$ cat config.mk
export PLATFORM = sky130hd
export DESIGN_NAME = alu_operand_stage
export DESIGN_NICKNAME = d
export VERILOG_FILES = /design/src/rtl/alu_operand_stage.sv
export SDC_FILE = /design/constraint.sdc
export NUM_CORES = 1
export LEC_CHECK = 0
export ABC_CLOCK_PERIOD_IN_PS = 2100
export CORE_MARGIN = 1
export CORE_UTILIZATION = 29
export CTS_CLUSTER_DIAMETER = 80
export CTS_CLUSTER_SIZE = 10
export DETAILED_ROUTE_END_ITERATION = 8
export MAX_ROUTING_LAYER = met4
export REMOVE_ABC_BUFFERS = 1
export SLEW_MARGIN = 20
export SYNTH_ARGS = -nofsm -noshare
export SYNTH_HDL_FRONTEND = slang
export SYNTH_SLANG_ARGS = --single-unit
export TNS_END_PERCENT = 100
$ cat constraint.sdc
create_clock -name clk -period 2.1 [get_ports clk]
set_input_delay 0.42 -clock clk [delete_from_list [all_inputs] [get_ports clk]]
set_output_delay 0.42 -clock clk [all_outputs]
set_load 0.03 [all_outputs]
$ cat src/rtl/alu_operand_stage.sv
// Operand-capture stage ahead of the ALU: one-entry valid/ready pipeline register
// with isolated (hold-on-idle) operands and an idle-timeout clock-enable request.
module alu_operand_stage #(
    parameter int unsigned WIDTH       = 16,
    parameter int unsigned OP_W        = 4,
    parameter int unsigned IDLE_CYCLES = 4
) (
    input  logic             clk,
    input  logic             rst_n,
    input  logic             in_valid,
    output logic             in_ready,
    input  logic [WIDTH-1:0] in_a,
    input  logic [WIDTH-1:0] in_b,
    input  logic [OP_W-1:0]  in_op,
    input  logic             in_cin,
    output logic             out_valid,
    input  logic             out_ready,
    output logic [WIDTH-1:0] out_a,
    output logic [WIDTH-1:0] out_b,
    output logic [OP_W-1:0]  out_op,
    output logic             out_cin,
    output logic             gate_en,
    output logic             idle,
    output logic [15:0]      txn_count
);

    localparam int unsigned CNT_W = $clog2(IDLE_CYCLES + 1);
    localparam int unsigned TXN_W = 16;
    localparam logic [CNT_W-1:0] IDLE_MAX = CNT_W'(IDLE_CYCLES);

    logic             r_out_valid;
    logic [WIDTH-1:0] r_out_a;
    logic [WIDTH-1:0] r_out_b;
    logic [OP_W-1:0]  r_out_op;
    logic             r_out_cin;
    logic [TXN_W-1:0] r_txn_count;
    logic [CNT_W-1:0] r_idle_cnt;

    logic w_in_ready;
    logic w_accept;
    logic w_active;

    assign w_in_ready = ~r_out_valid | out_ready;
    assign w_accept   = in_valid & w_in_ready;
    assign w_active   = in_valid | r_out_valid;

    // Valid flag: set on accept, cleared when the held entry drains with nothing behind it.
    always_ff @(posedge clk or negedge rst_n) begin
        if (!rst_n) begin
            r_out_valid <= 1'b0;
        end else if (w_accept) begin
            r_out_valid <= 1'b1;
        end else if (out_ready) begin
            r_out_valid <= 1'b0;
        end
    end

    // Operands load only on accept so the datapath inputs never toggle between transactions.
    always_ff @(posedge clk or negedge rst_n) begin
        if (!rst_n) begin
            r_out_a   <= '0;
            r_out_b   <= '0;
            r_out_op  <= '0;
            r_out_cin <= 1'b0;
        end else if (w_accept) begin
            r_out_a   <= in_a;
            r_out_b   <= in_b;
            r_out_op  <= in_op;
            r_out_cin <= in_cin;
        end
    end

    always_ff @(posedge clk or negedge rst_n) begin
        if (!rst_n) begin
            r_txn_count <= '0;
        end else if (w_accept) begin
            r_txn_count <= r_txn_count + TXN_W'(1);
        end
    end

    // Counts quiet cycles since the last activity, saturating at the gate-off threshold.
    always_ff @(posedge clk or negedge rst_n) begin
        if (!rst_n) begin
            r_idle_cnt <= IDLE_MAX;
        end else if (w_active) begin
            r_idle_cnt <= '0;
        end else if (r_idle_cnt != IDLE_MAX) begin
            r_idle_cnt <= r_idle_cnt + CNT_W'(1);
        end
    end

    assign in_ready  = w_in_ready;
    assign out_valid = r_out_valid;
    assign out_a     = r_out_a;
    assign out_b     = r_out_b;
    assign out_op    = r_out_op;
    assign out_cin   = r_out_cin;
    assign txn_count = r_txn_count;

    // in_valid opens the gate in the same cycle so the accepting edge is clocked.
    assign gate_en = in_valid | (r_idle_cnt != IDLE_MAX);
    assign idle    = (r_idle_cnt == IDLE_MAX) & ~in_valid & ~r_out_valid;

endmodule

==> metrics.txt, run 1 <==
Crit path arrival time=1.53 ns; clock tree root driver cell=clkbuf_8; reg2reg setup slack=0.40 ns; Final Critical Period=1.95 ns; dominant cells by area after synthesis=dfrtp_1 (61%), nand2_1 (20%), xnor2_1 (3.4%); most common cell in the netlist=nand2_1; Unique masters post-synth=24; I/O pins=98; highest clock rate=512 MHz; crit path kind=register to output port; crit path max fanout=7; Leak=0.00170 uW; Core Region=7690 um2; layout cell share with drive strength beyond 1=8.76%; Worst Path Required=1.68 ns; power share of the sequential group=41.5%; fin crit share=92.9%; filler cell count in the final layout=758; max_slew headroom=71.2%; CTS tree=yes; Critical Path Stages=1; CTS clk-pin slew, worst paths=0.06 ns; ys flop type=dfrtp_1; Int Power=2270 uW; Max-Cap Viols=0; worst vdd rail ir drop=0.349 mV; clk buf depth=2; Die Area=8290 um2; asr flop ratio synth=100%; Initial Util=29.9%; Die Span Y=91.1 um; Hold Vio Cnt, Final=0; leading area contributor after synthesis=dfrtp_1; 1st-iter DRT viols=63; total power after layout=3390 uW; Post-synth EDFFs=0; global-route wire length before repair=9.51 mm; Total GRT Usage=15.2%; Post-Syn Area=2300 um2; residual DRC count=0; Overflow after GRT=0; WL/cell=12.2 um; Setup Skew=0.00523 ns; CP max-delay cell=clkdlybuf4s50_1; Post-DP HPWL=3.87 mm; Detail Route Antenna Nets=0; placed insts=440; area share of the largest cell type after synthesis=60.9%; post-route insts no fill=456; pin count of the biggest net entering global routing=40; Port Buffer Count=97; Final Setup Violations=0; Post-Synthesis Mean Instance Area=9.54 um2; count of pins over their slew limit=0; register area=1430 um2; Worst path max stage delay=0.72 ns; Setup Buffers After CTS=0; Pwr Density=936 nW/um2; Reg2Reg Depth=4; TritonCTS buffer count=9; Synth-to-Final Area Change=57.6%; crit-path cells=clkdlybuf4s50_1; RSZ-0062 raised after global routing=no; die width=91.1 um; initial antenna violation count=0; FP Rows=32; Combinational Power Share=29.1%; clock sink count=57; n_diodes=0; status=finished, final reports clean; setup TNS=0 ns; Worst-Margin Slew=0.433 ns; vias per cell=4.27; Post-synth top cells=nand2_1 (120), dfrtp_1 (56), xnor2_1 (9), xor2_1 (7); PostCTS Resize Cnt=0; Hold Path Class=input pin to asynchronous set/reset pin; CP top delay family=buffers and inverters; via count of the routed design=1947; Worst-Skew Late Latency=0.33 ns; Clock power frac=29.4%; YS warnings=0; number of global-route vias before repair=1983; Layout Nets=393; Mapped Cells=241; nature of the critical path startpoint=register; routed wire length=5.54 mm; Critical Path Sink Type=output port; switch share=33.1%; drt pass-1 iters=4; htree depth=3; WP buf/inv=1; Multi-input gate area=823 um2; sequential fraction of the synthesis area=62.1%; switching power=1120 uW; FF+latch count, synth=57; Hold-fix buffers, CTS=0; placer congestion estimate=0.705
-- path summary, 6_finish.rpt --
path,endpoint,startpoint
max,txn_count[6],txn_count[6]
min,txn_count[9],rst_n
max reg2reg,txn_count[11],out_valid
min reg2reg,out_b[8],out_b[8]
max in group asynchronous,out_b[6],rst_n
min in group clk,out_b[8],out_b[8]
-- sequential cells by signal, summed over array words and instances (netlist names) --
| register | cells |
|---|---|
| out_op | 4 |
| txn_count | 16 |
| r_idle_cnt | 3 |
| out_a | 16 |
| out_b | 16 |
| out_valid | 1 |
| out_cin | 1 |
-- final cells by class --
class,instances,area share [%]
Clock buffer,13,4.11
Clock inverter,3,1.10
Inverter,5,0.518
Multi-Input combinational cell,170,22.7
Sequential cell,57,39.4
Tap cell,102,3.52
Timing Repair Buffer,106,28.7
-- metal layers --
layer	vias up	track usage, %	share of wire [%]
met3	10	4.36	5.7
met2	64	22.9	46
li1	968	-	-
met1	905	19.1	47
met5	-	-	0
met4	0	6.75	1.8
-- worst reg2reg max path, delay by kind of cell, from the launching register on --
kind	cells	cell delay, ns
flops	1	0.43
simple gates	3	1.04
xor+xnor	1	0.16
-- layout by cell type, fill, tap and decap left out, drive strengths merged --
cell type,Yosys,layout
nor3,7,7
dfrtp,56,56
clkinv,0,2
clkbuf,6,13
xor2,7,7
and4,1,1
mux2i,1,1
nor2,3,3
and3,2,2
or4,1,1
o21ai,1,1
nand3b,1,1
nand2,120,120
dfstp,1,1
buf,3,13
and2,1,1
ha,3,3
nor4,1,1
nand3,6,6
xnor2,9,9
inv,5,5
nor2b,1,1
bufinv,0,1
clkdlybuf4s50,0,93
nand4,5,5
-- power groups by stage --
stage / clock, uW / combinational, uW / sequential (uW)
2_1_floorplan: 0 / 190 / 1710
3_3_place_gp: 0 / 991 / 1420
3_5_place_dp: 0 / 1000 / 1420
4_1_cts: 1040 / 1000 / 1410
5_1_grt: 1080 / 1060 / 1430
6_report: 997 / 986 / 1410
-- cell families after synthesis --
logic type                 share of synthesized area [%]
and+or+nand+nor                                     27.1
AOI/OAI and AO/OA                                  0.217
muxes                                              0.435
DFF                                                 62.1
buffers and inverters                               2.45
xor gates and xnor gates                            6.09
adders and majority gates                           1.63
-- stage by stage --
step	area (um2)	util, %	worst slack, ns	hold WS [ns]
floorplan	2260	-	-0.399	0.124
global placement	3440	44.7	0.0494	0.433
detailed placement	3440	44.7	0.0241	0.444
CTS	3620	47.2	0.127	0.0803
global route	3620	47.2	0.0777	0.0997
finish	3620	47.2	0.149	0.0823
Power figures use the tool's default switching activity.
==> inputs of run 2 (changes only) <==
Settings changed: ABC_CLOCK_PERIOD_IN_PS 2100 to 1600.
Clock period 2.1 ns to 1.6 ns, I/O delays scaled along.
==> run 2 against run 1 <==
  * Utilization increased by 1.3 points
  * Total power increased by 26%
  * Cell count increased by 3.5%
  * Combinational power increased by 32%
  * Clock power increased by 18%
  * Highest routed layer unchanged
  * Routed wire length about the same
  * Worst setup slack got worse by 0.12 ns
  * Clock skew increased by 0.0047 ns
  * Via count increased by 3.3%
==> metrics.txt, run 2 (same netlist as run 1, synthesis figures left out) <==
status=finished, final reports clean; Final Critical Period=1.58 ns; placer congestion estimate=0.682; Critical Path Stages=5; setup TNS=0 ns; reg2reg setup slack=0.05 ns; fin crit share=98.4%; vias per cell=4.26; I/O pins=98; Setup Skew=0.00995 ns; number of global-route vias before repair=2068; commonest non-fill, non-tap cell in the layout=nand2_1; Combinational Power Share=30.5%; Total GRT Usage=15.4%; Max-Cap Viols=0; count of pins over their slew limit=0; Clock power frac=27.6%; crit path kind=input pin to output port; Core Region=7690 um2; Final Setup Violations=0; power share of the sequential group=41.9%; FP Rows=32; WL/cell=11.7 um; Detail Route Antenna Nets=0; drt pass-1 iters=4; nature of the critical path startpoint=input pin; Int Power=2800 uW; Crit path arrival time=1.26 ns; worst setup margin=0.0250 ns; Worst path max stage delay=0.50 ns; htree depth=3; Critical Path Sink Type=output port; Leak=0.00192 uW; Post-DP HPWL=3.78 mm; Layout Nets=409; n_diodes=0; Worst Path Required=1.28 ns; Die Area=8290 um2; crit-path cells=clkdlybuf4s50_1 > inv_2 > buf_4 > nand3_1 > buf_6; Reg2Reg Depth=7; total power after layout=4270 uW; worst hold slack=0.468 ns; Worst-Margin Slew=0.337 ns; clk buf depth=2; switching power=1470 uW; switch share=34.4%; TritonCTS buffer count=9; Synth-to-Final Area Change=62.0%; final core occ=48.5%; highest clock rate=635 MHz; layout cell share with drive strength beyond 1=14.6%; via count of the routed design=2011; commonest non-fill, non-tap cells in the layout=nand2_1 (119), dfrtp_1 (56), dlygate4sd2_1 (54), clkdlybuf4s50_1 (39), buf_4 (23); Hold Vio Cnt, Final=0; Hold Path Class=register to register; Worst-Skew Late Latency=0.32 ns; die width=91.1 um; residual DRC count=0; global-route wire length before repair=9.80 mm; clock sink count=57; worst r2r src=out_valid; max_slew headroom=77.6%; CTS clk-pin slew, worst paths=0.06 ns; CP max-delay cell=clkdlybuf4s50_1; clock tree root driver cell=clkbuf_8; reg-to-reg endpoint=txn_count[12]; RSZ-0062 raised after global routing=yes; Overflow after GRT=0; Pwr Density=1150 nW/um2; Initial Util=29.9%; CP Launch Point=in_valid; 1st-iter DRT viols=59; Worst Setup EP=gate_en; Port Buffer Count=97; initial antenna violation count=0; WP buf/inv=4; Die Span Y=91.1 um; pin count of the biggest net entering global routing=58; worst vdd rail ir drop=0.447 mV; CP top delay family=buffers and inverters; routed wire length=5.54 mm; post-place setup slack=-0.372 ns; CTS tree=yes; crit path max fanout=5
run 2: cell types whose count changed in the layout (fill, tap and decap cells not counted), sizes merged:
cell,previous run,this run
bufinv,1,0
dlygate4sd2,0,54
clkinv,2,3
dlygate4sd3,0,1
buf,13,28
clkdlybuf4s50,93,39
run 2: worst register-to-register path: stages, from the launching register on:
cell     delay [ns]
dfrtp_1        0.37
nor2b_1        0.14
buf_4          0.13
buf_4          0.14
nor4_2         0.22
buf_4          0.17
nand4_1        0.10
xnor2_1        0.14
run 2: worst min path at each step:
stage	from	to	slack [ns]	cells past startpoint
after floorplan	rst_n	out_a[0]	0.02	0
after global placement	rst_n	txn_count[13]	0.35	2
after detailed placement	rst_n	txn_count[13]	0.35	2
after CTS	out_b[14]	out_b[14]	0.47	2
after global routing	out_a[14]	out_a[14]	0.50	2
final	out_b[14]	out_b[14]	0.47	2
run 2: layer usage:
layer / global-route usage, % / wire, um
met5: - / 0
met4: 6.35 / 25
met3: 3.94 / 302
met2: 23.6 / 2560
met1: 19.5 / 2660
run 2: what timing repair did:
action                                  CTS  global route
resized for setup                        62             4
hold endpoints to repair                 11             0
buffers inserted                          4             2
hold buffers                              1             0
endpoints found under the setup margin   58             6
pin swaps                                 1             0
run 2: cell type report:
| class | instances | area (um2) |
|---|---|---|
| Tap cell | 102 | 128 |
| Timing Repair Buffer | 122 | 1110 |
| Clock buffer | 13 | 159 |
| Multi-Input combinational cell | 170 | 865 |
| Fill cell | 771 | 3960 |
| Inverter | 5 | 18.8 |
| Sequential cell | 57 | 1430 |
| Clock inverter | 3 | 15.0 |
run 2: through the flow:
stage	instances	area, um2
3_5_place_dp	449	3520
5_1_grt	472	3730
6_report	472	3730
4_1_cts	470	3690
3_3_place_gp	449	3520
2_1_floorplan	232	2260
run 2: power by group through the flow:
stage | Clock (uW) | Sequential (uW) | Combinational (uW)
final | 1180 | 1790 | 1300
after global routing | 1300 | 1820 | 1410
after CTS | 1240 | 1800 | 1320
after detailed placement | 0 | 1820 | 1450
after global placement | 0 | 1820 | 1440
after floorplan | 0 | 2250 | 249
==> RTL edit 1: new RTL, settings of run 2 <==
`IDLE_CYCLES`: 4 -> 8.
--- a/src/rtl/alu_operand_stage.sv
+++ b/src/rtl/alu_operand_stage.sv
@@ -3,7 +3,7 @@
 module alu_operand_stage #(
     parameter int unsigned WIDTH       = 16,
     parameter int unsigned OP_W        = 4,
-    parameter int unsigned IDLE_CYCLES = 4
+    parameter int unsigned IDLE_CYCLES = 8
 ) (
     input  logic             clk,
     input  logic             rst_n,
Check against the original RTL: not equivalent (a bounded check fails within 10 cycles, from zero or initial values and one cycle with rst_n low).
==> RTL edit 1 against run 2 <==
  * The run now ends with negative setup slack left
  * Cell area shrank 1.8%
  * Sequential cell count is 1 higher
  * Routed wire length is 11% lower
  * Hold slack lost 6.6 ps
  * Total power hardly changed
  * Cell count down 18%
  * Worst setup slack got worse by 130 ps
  * Area after synthesis rose by 2.4%
==> RTL edit 1: results (changes against run 2) <==
DRC violation total after the first TritonRoute iteration=37 (was 59); multi-input gate count=94 (was 170); hold endpoint=txn_count[15]$_DFFE_PN0P_ (was out_b[14]$_DFFE_PN0P_); number of instances in the placed design=366 (was 449); pin count of the biggest net entering global routing=59 (was 58); share of the yosys chip area belonging to registers=0.617 (was 0.621); inverters=4 (was 5); Worst Tran Pin Value=347 ps (was 337 ps); R2R Path Start=r_idle_cnt[1]$_DFFE_PN0P_ (was out_valid$_DFFE_PN0P_); final setup violation count=2 (was 0); Routed WL per cell=12.9 um (was 11.7 um); vias in the first global route=1,798 (was 2,068); flop2flop setup slack=200 ps (was 50 ps); power per cell area=1170 nW/um^2 (was 1150 nW/um^2); CP Max Fanout=3 (was 5); xor/xnor share of the synthesized area=0.0670 (was 0.0609); CP arrival=1380 ps (was 1260 ps); bufs w/o clock=112 (was 122); Layout Cells excl Fill=385 (was 472); RR Endpoint=r_idle_cnt[0]$_DFFE_PN0P_ (was txn_count[12]$_DFFE_PN0P_); nets@finish=323 (was 409); failing checks=negative setup slack; mux share of post-synthesis cell area=0.182 (was 0.00435); top post-synthesis cells by area=dfrtp_1 61%, mux2_2 18%, xnor2_1 5.6%, nand3_1 1.7%, ha_1 1.6% (was dfrtp_1 61%, nand2_1 20%, xnor2_1 3.4%, xor2_1 2.7%, ha_1 1.6%); Final non-clock buffer share=0.283 (was 0.299); area occupied by multi-input gates=860 sq um (was 865 sq um); Sequential Power Share=0.436 (was 0.419); Crit path max-delay family=flip-flops (was buffers and inverters); GR Util met2=0.210 (was 0.236); Syn Inst Count=163 (was 241); Tot GR Track Use=0.134 (was 0.154); PnR worst setup slack=-103 ps (was 25.0 ps); peak supply drop=651 uV (was 447 uV); # fillers=783 (was 771); sequential cell area share=0.397 (was 0.383); Layout Skew=8.25 ps (was 9.95 ps); Switching Fraction=0.333 (was 0.344); GR Util met1=0.156 (was 0.195); first-pass GRT wire length=8.48 mm (was 9.80 mm); Compound-Gate Fraction of Synth Area=0.00213 (was 0.00218); pre-CTS setup slack=-169 ps (was -372 ps); area share of fa/ha/maj cells after synthesis=0.0159 (was 0.0163); Post-CTS Setup Bufs=5 (was 4); slowest stage cell, crit path=dfrtp_1 (was clkdlybuf4s50_1); hold path startpoint=txn_count[15]$_DFFE_PN0P_ (was out_b[14]$_DFFE_PN0P_); synth cell count leaders=57 x dfrtp_1, 38 x mux2_2, 15 x xnor2_1 (was 120 x nand2_1, 56 x dfrtp_1, 9 x xnor2_1); met3 usage=0.0630 (was 0.0394); clkbuf count=12 (was 13); final hold slack=461 ps (was 468 ps); Clock-cell share=0.0465 (was 0.0467); post_cts resized=57 (was 62); Cell variety after synth=23 (was 24); DR vias=1,688 (was 2,011); layout cells sized above 1=0.283 (was 0.146); CP max stage delay=390 ps (was 500 ps); GP Congestion=0.694 (was 0.682); HPWL Detailed=3.44 mm (was 3.78 mm); status=complete, but fails checks (was completed)
==> RTL edit 1: changes by cell type after synthesis, sizes merged, moves of 2 or more <==
cell / run 2 / this run
clkbuf: 6 / 0
xnor2: 9 / 15
nor3: 7 / 5
nand2: 120 / 6
nand2b: 0 / 2
mux2: 0 / 38
buf: 3 / 7
xor2: 7 / 3
nand3: 6 / 8
==> RTL edit 1: layer usage <==
layer  wire [um]  up-vias
met2        2420       62
met3         369        4
met4          37        0
met5           0        -
li1            -      791
met1        2130      831
==> RTL edit 1: worst max path at each step <==
stage,start,to,slack (ps),cells past startpoint
CTS,r_idle_cnt[1]$_DFFE_PN0P_,idle,-100,5
global route,r_idle_cnt[1]$_DFFE_PN0P_,idle,-200,5
detailed placement,in_valid,txn_count[15]$_DFFE_PN0P_,-170,5
floorplan,out_valid$_DFFE_PN0P_,out_a[0]$_DFFE_PN0P_,-320,3
global placement,in_valid,txn_count[15]$_DFFE_PN0P_,-150,5
finish,r_idle_cnt[1]$_DFFE_PN0P_,idle,-100,5
==> RTL edit 2: new RTL, settings of run 2 <==
Without the edit above. Reset style: synchronous (`rst_n`), changed in 4 clocked blocks.
--- a/src/rtl/alu_operand_stage.sv
+++ b/src/rtl/alu_operand_stage.sv
@@ -45,7 +45,7 @@
     assign w_active   = in_valid | r_out_valid;
 
     // Valid flag: set on accept, cleared when the held entry drains with nothing behind it.
-    always_ff @(posedge clk or negedge rst_n) begin
+    always_ff @(posedge clk) begin
         if (!rst_n) begin
             r_out_valid <= 1'b0;
         end else if (w_accept) begin
@@ -56,7 +56,7 @@
     end
 
     // Operands load only on accept so the datapath inputs never toggle between transactions.
-    always_ff @(posedge clk or negedge rst_n) begin
+    always_ff @(posedge clk) begin
         if (!rst_n) begin
             r_out_a   <= '0;
             r_out_b   <= '0;
@@ -70,7 +70,7 @@
         end
     end
 
-    always_ff @(posedge clk or negedge rst_n) begin
+    always_ff @(posedge clk) begin
         if (!rst_n) begin
             r_txn_count <= '0;
         end else if (w_accept) begin
@@ -79,7 +79,7 @@
     end
 
     // Counts quiet cycles since the last activity, saturating at the gate-off threshold.
-    always_ff @(posedge clk or negedge rst_n) begin
+    always_ff @(posedge clk) begin
         if (!rst_n) begin
             r_idle_cnt <= IDLE_MAX;
         end else if (w_active) begin
Function: differs if rst_n is asserted again (counterexample within 4 cycles, from zero or initial values and one cycle with rst_n low); with rst_n held inactive, the same outputs for 10 cycles.
==> RTL edit 2 against run 2 <==
  * Worst setup slack improved by 27 ps
  * Utilization is 0.24 points higher
  * Area after synthesis down 4.7%
  * Die area decreased by 4.6%
  * Sequential cell count did not move
  * Non-clock buffer count is 4 lower
  * First-iteration DRC count increased by 46%
  * Via count is 12% higher
  * Routed wire length rose by 8.0%
  * Critical path depth stayed put
  * Cell area is 4.7% lower
  * Register-to-register slack better by 70 ps
  * Largest cell class unchanged
Power is not compared: it rests on default switching activity, and its combinational part moved more than twofold at a synthesized area within 25%.
==> RTL edit 2: results (changes against run 2) <==
asr flop ratio synth=0 (was 1.00); slowest stage cell, crit path=dfxtp_2 (was clkdlybuf4s50_1); synth cell count leaders=88 x nand2_1, 57 x dfxtp_1, 49 x a21oi_1 (was 120 x nand2_1, 56 x dfrtp_1, 9 x xnor2_1); top post-synthesis cells by area=dfxtp_1 52%, nand2_1 15%, a21oi_1 11%, o21ai_0 2.3%, or3_1 2.3% (was dfrtp_1 61%, nand2_1 20%, xnor2_1 3.4%, xor2_1 2.7%, ha_1 1.6%); Crit path max-delay family=flip-flops (was buffers and inverters); status=completed (unchanged); layout cells sized above 1=0.135 (was 0.146); GP Congestion=0.791 (was 0.682); post_cts resized=59 (was 62); Leak=roughly 1.6 nW; number of instances in the placed design=475 (was 449); Cell variety after synth=27 (was 24); Rel. slew slack=0.775 (was 0.776); nets@finish=432 (was 409); CP arrival=1230 ps (was 1260 ps); Tot GR Track Use=0.169 (was 0.154); CP Max Fanout=4 (was 5); Top FF cell, synth=dfxtp_1 (was dfrtp_1); share of the yosys chip area belonging to registers=0.521 (was 0.621); Post-CTS Setup Bufs=0 (was 4); clk slew on worst S/H paths=60 ps (about the same); Layout Skew=7.40 ps (was 9.95 ps); Placed Area=3370 sq um (was 3520 sq um); # fillers=786 (was 771); antenna violations before repair=0 (unchanged); HPWL Detailed=4.22 mm (was 3.78 mm); DR vias=2,252 (was 2,011); flop2flop setup slack=120 ps (was 50 ps); Layout Cells excl Fill=492 (was 472); Avg Cell Area, Syn=8.00 sq um (was 9.54 sq um); final hold slack=448 ps (was 468 ps); Routed WL per cell=12.2 um (was 11.7 um); pin count of the biggest net entering global routing=38 (was 58); DRC violation total after the first TritonRoute iteration=86 (was 59); pre-CTS setup slack=-298 ps (was -372 ps); vias in the first global route=2,060 (was 2,068)
-- RTL edit 2: final timing paths --
| kind | from | endpoint | cells after the start |
|---|---|---|---|
| worst min-delay path | out_b[3]$_SDFFE_PN0P_ | out_b[3]$_SDFFE_PN0P_ | 2 |
| worst min register to register | out_b[3]$_SDFFE_PN0P_ | out_b[3]$_SDFFE_PN0P_ | 2 |
| worst max register to register | txn_count[8]$_SDFFE_PN0P_ | txn_count[15]$_SDFFE_PN0P_ | 5 |
| worst max-delay path | r_idle_cnt[1]$_SDFFE_PP0P_ | idle | 5 |
-- RTL edit 2: power breakdown --
| group | internal [mW] | leakage (nW) | switching, mW |
|---|---|---|---|
| clock | 0.711 | 0.0998 | 0.583 |
| sequential | 1.48 | 0.469 | 0.0383 |
| combinational | 0.231 | 1.00 | 0.299 |
-- RTL edit 2: logic make-up after synthesis --
logic type | after synthesis | share of synthesized area
simple gates | 127 | 0.256
compound gates | 60 | 0.138
flops | 57 | 0.521
buf+inv | 20 | 0.0388
xor+xnor | 5 | 0.0200
fa+ha+maj | 3 | 0.0171
mux | 2 | 0.00914
-- RTL edit 2: cell type report --
class	instances	area, sq um	area share
clock buffer	10	128	0.0359
clock inverter	6	58.8	0.0166
inverter	5	18.8	0.00528
multi-input combinational	197	1010	0.285
sequential	57	1150	0.323
tap	99	124	0.0349
timing repair buffer	118	1060	0.300
-- RTL edit 2: worst min-delay path: cells and delay by family, from the launching register on --
family	cells	cell delay, ps
flip-flops	1	300
AND/OR/NAND/NOR	1	50
AO/OA/AOI/OAI	1	50
-- RTL edit 2: routing by layer --
metal	GRT usage	vias to the layer above	routed length [um]
met2	0.254	73	2650
met4	0.0836	0	90
li1	-	1144	-
met1	0.212	1027	2890
met5	-	-	0
met3	0.0406	8	361
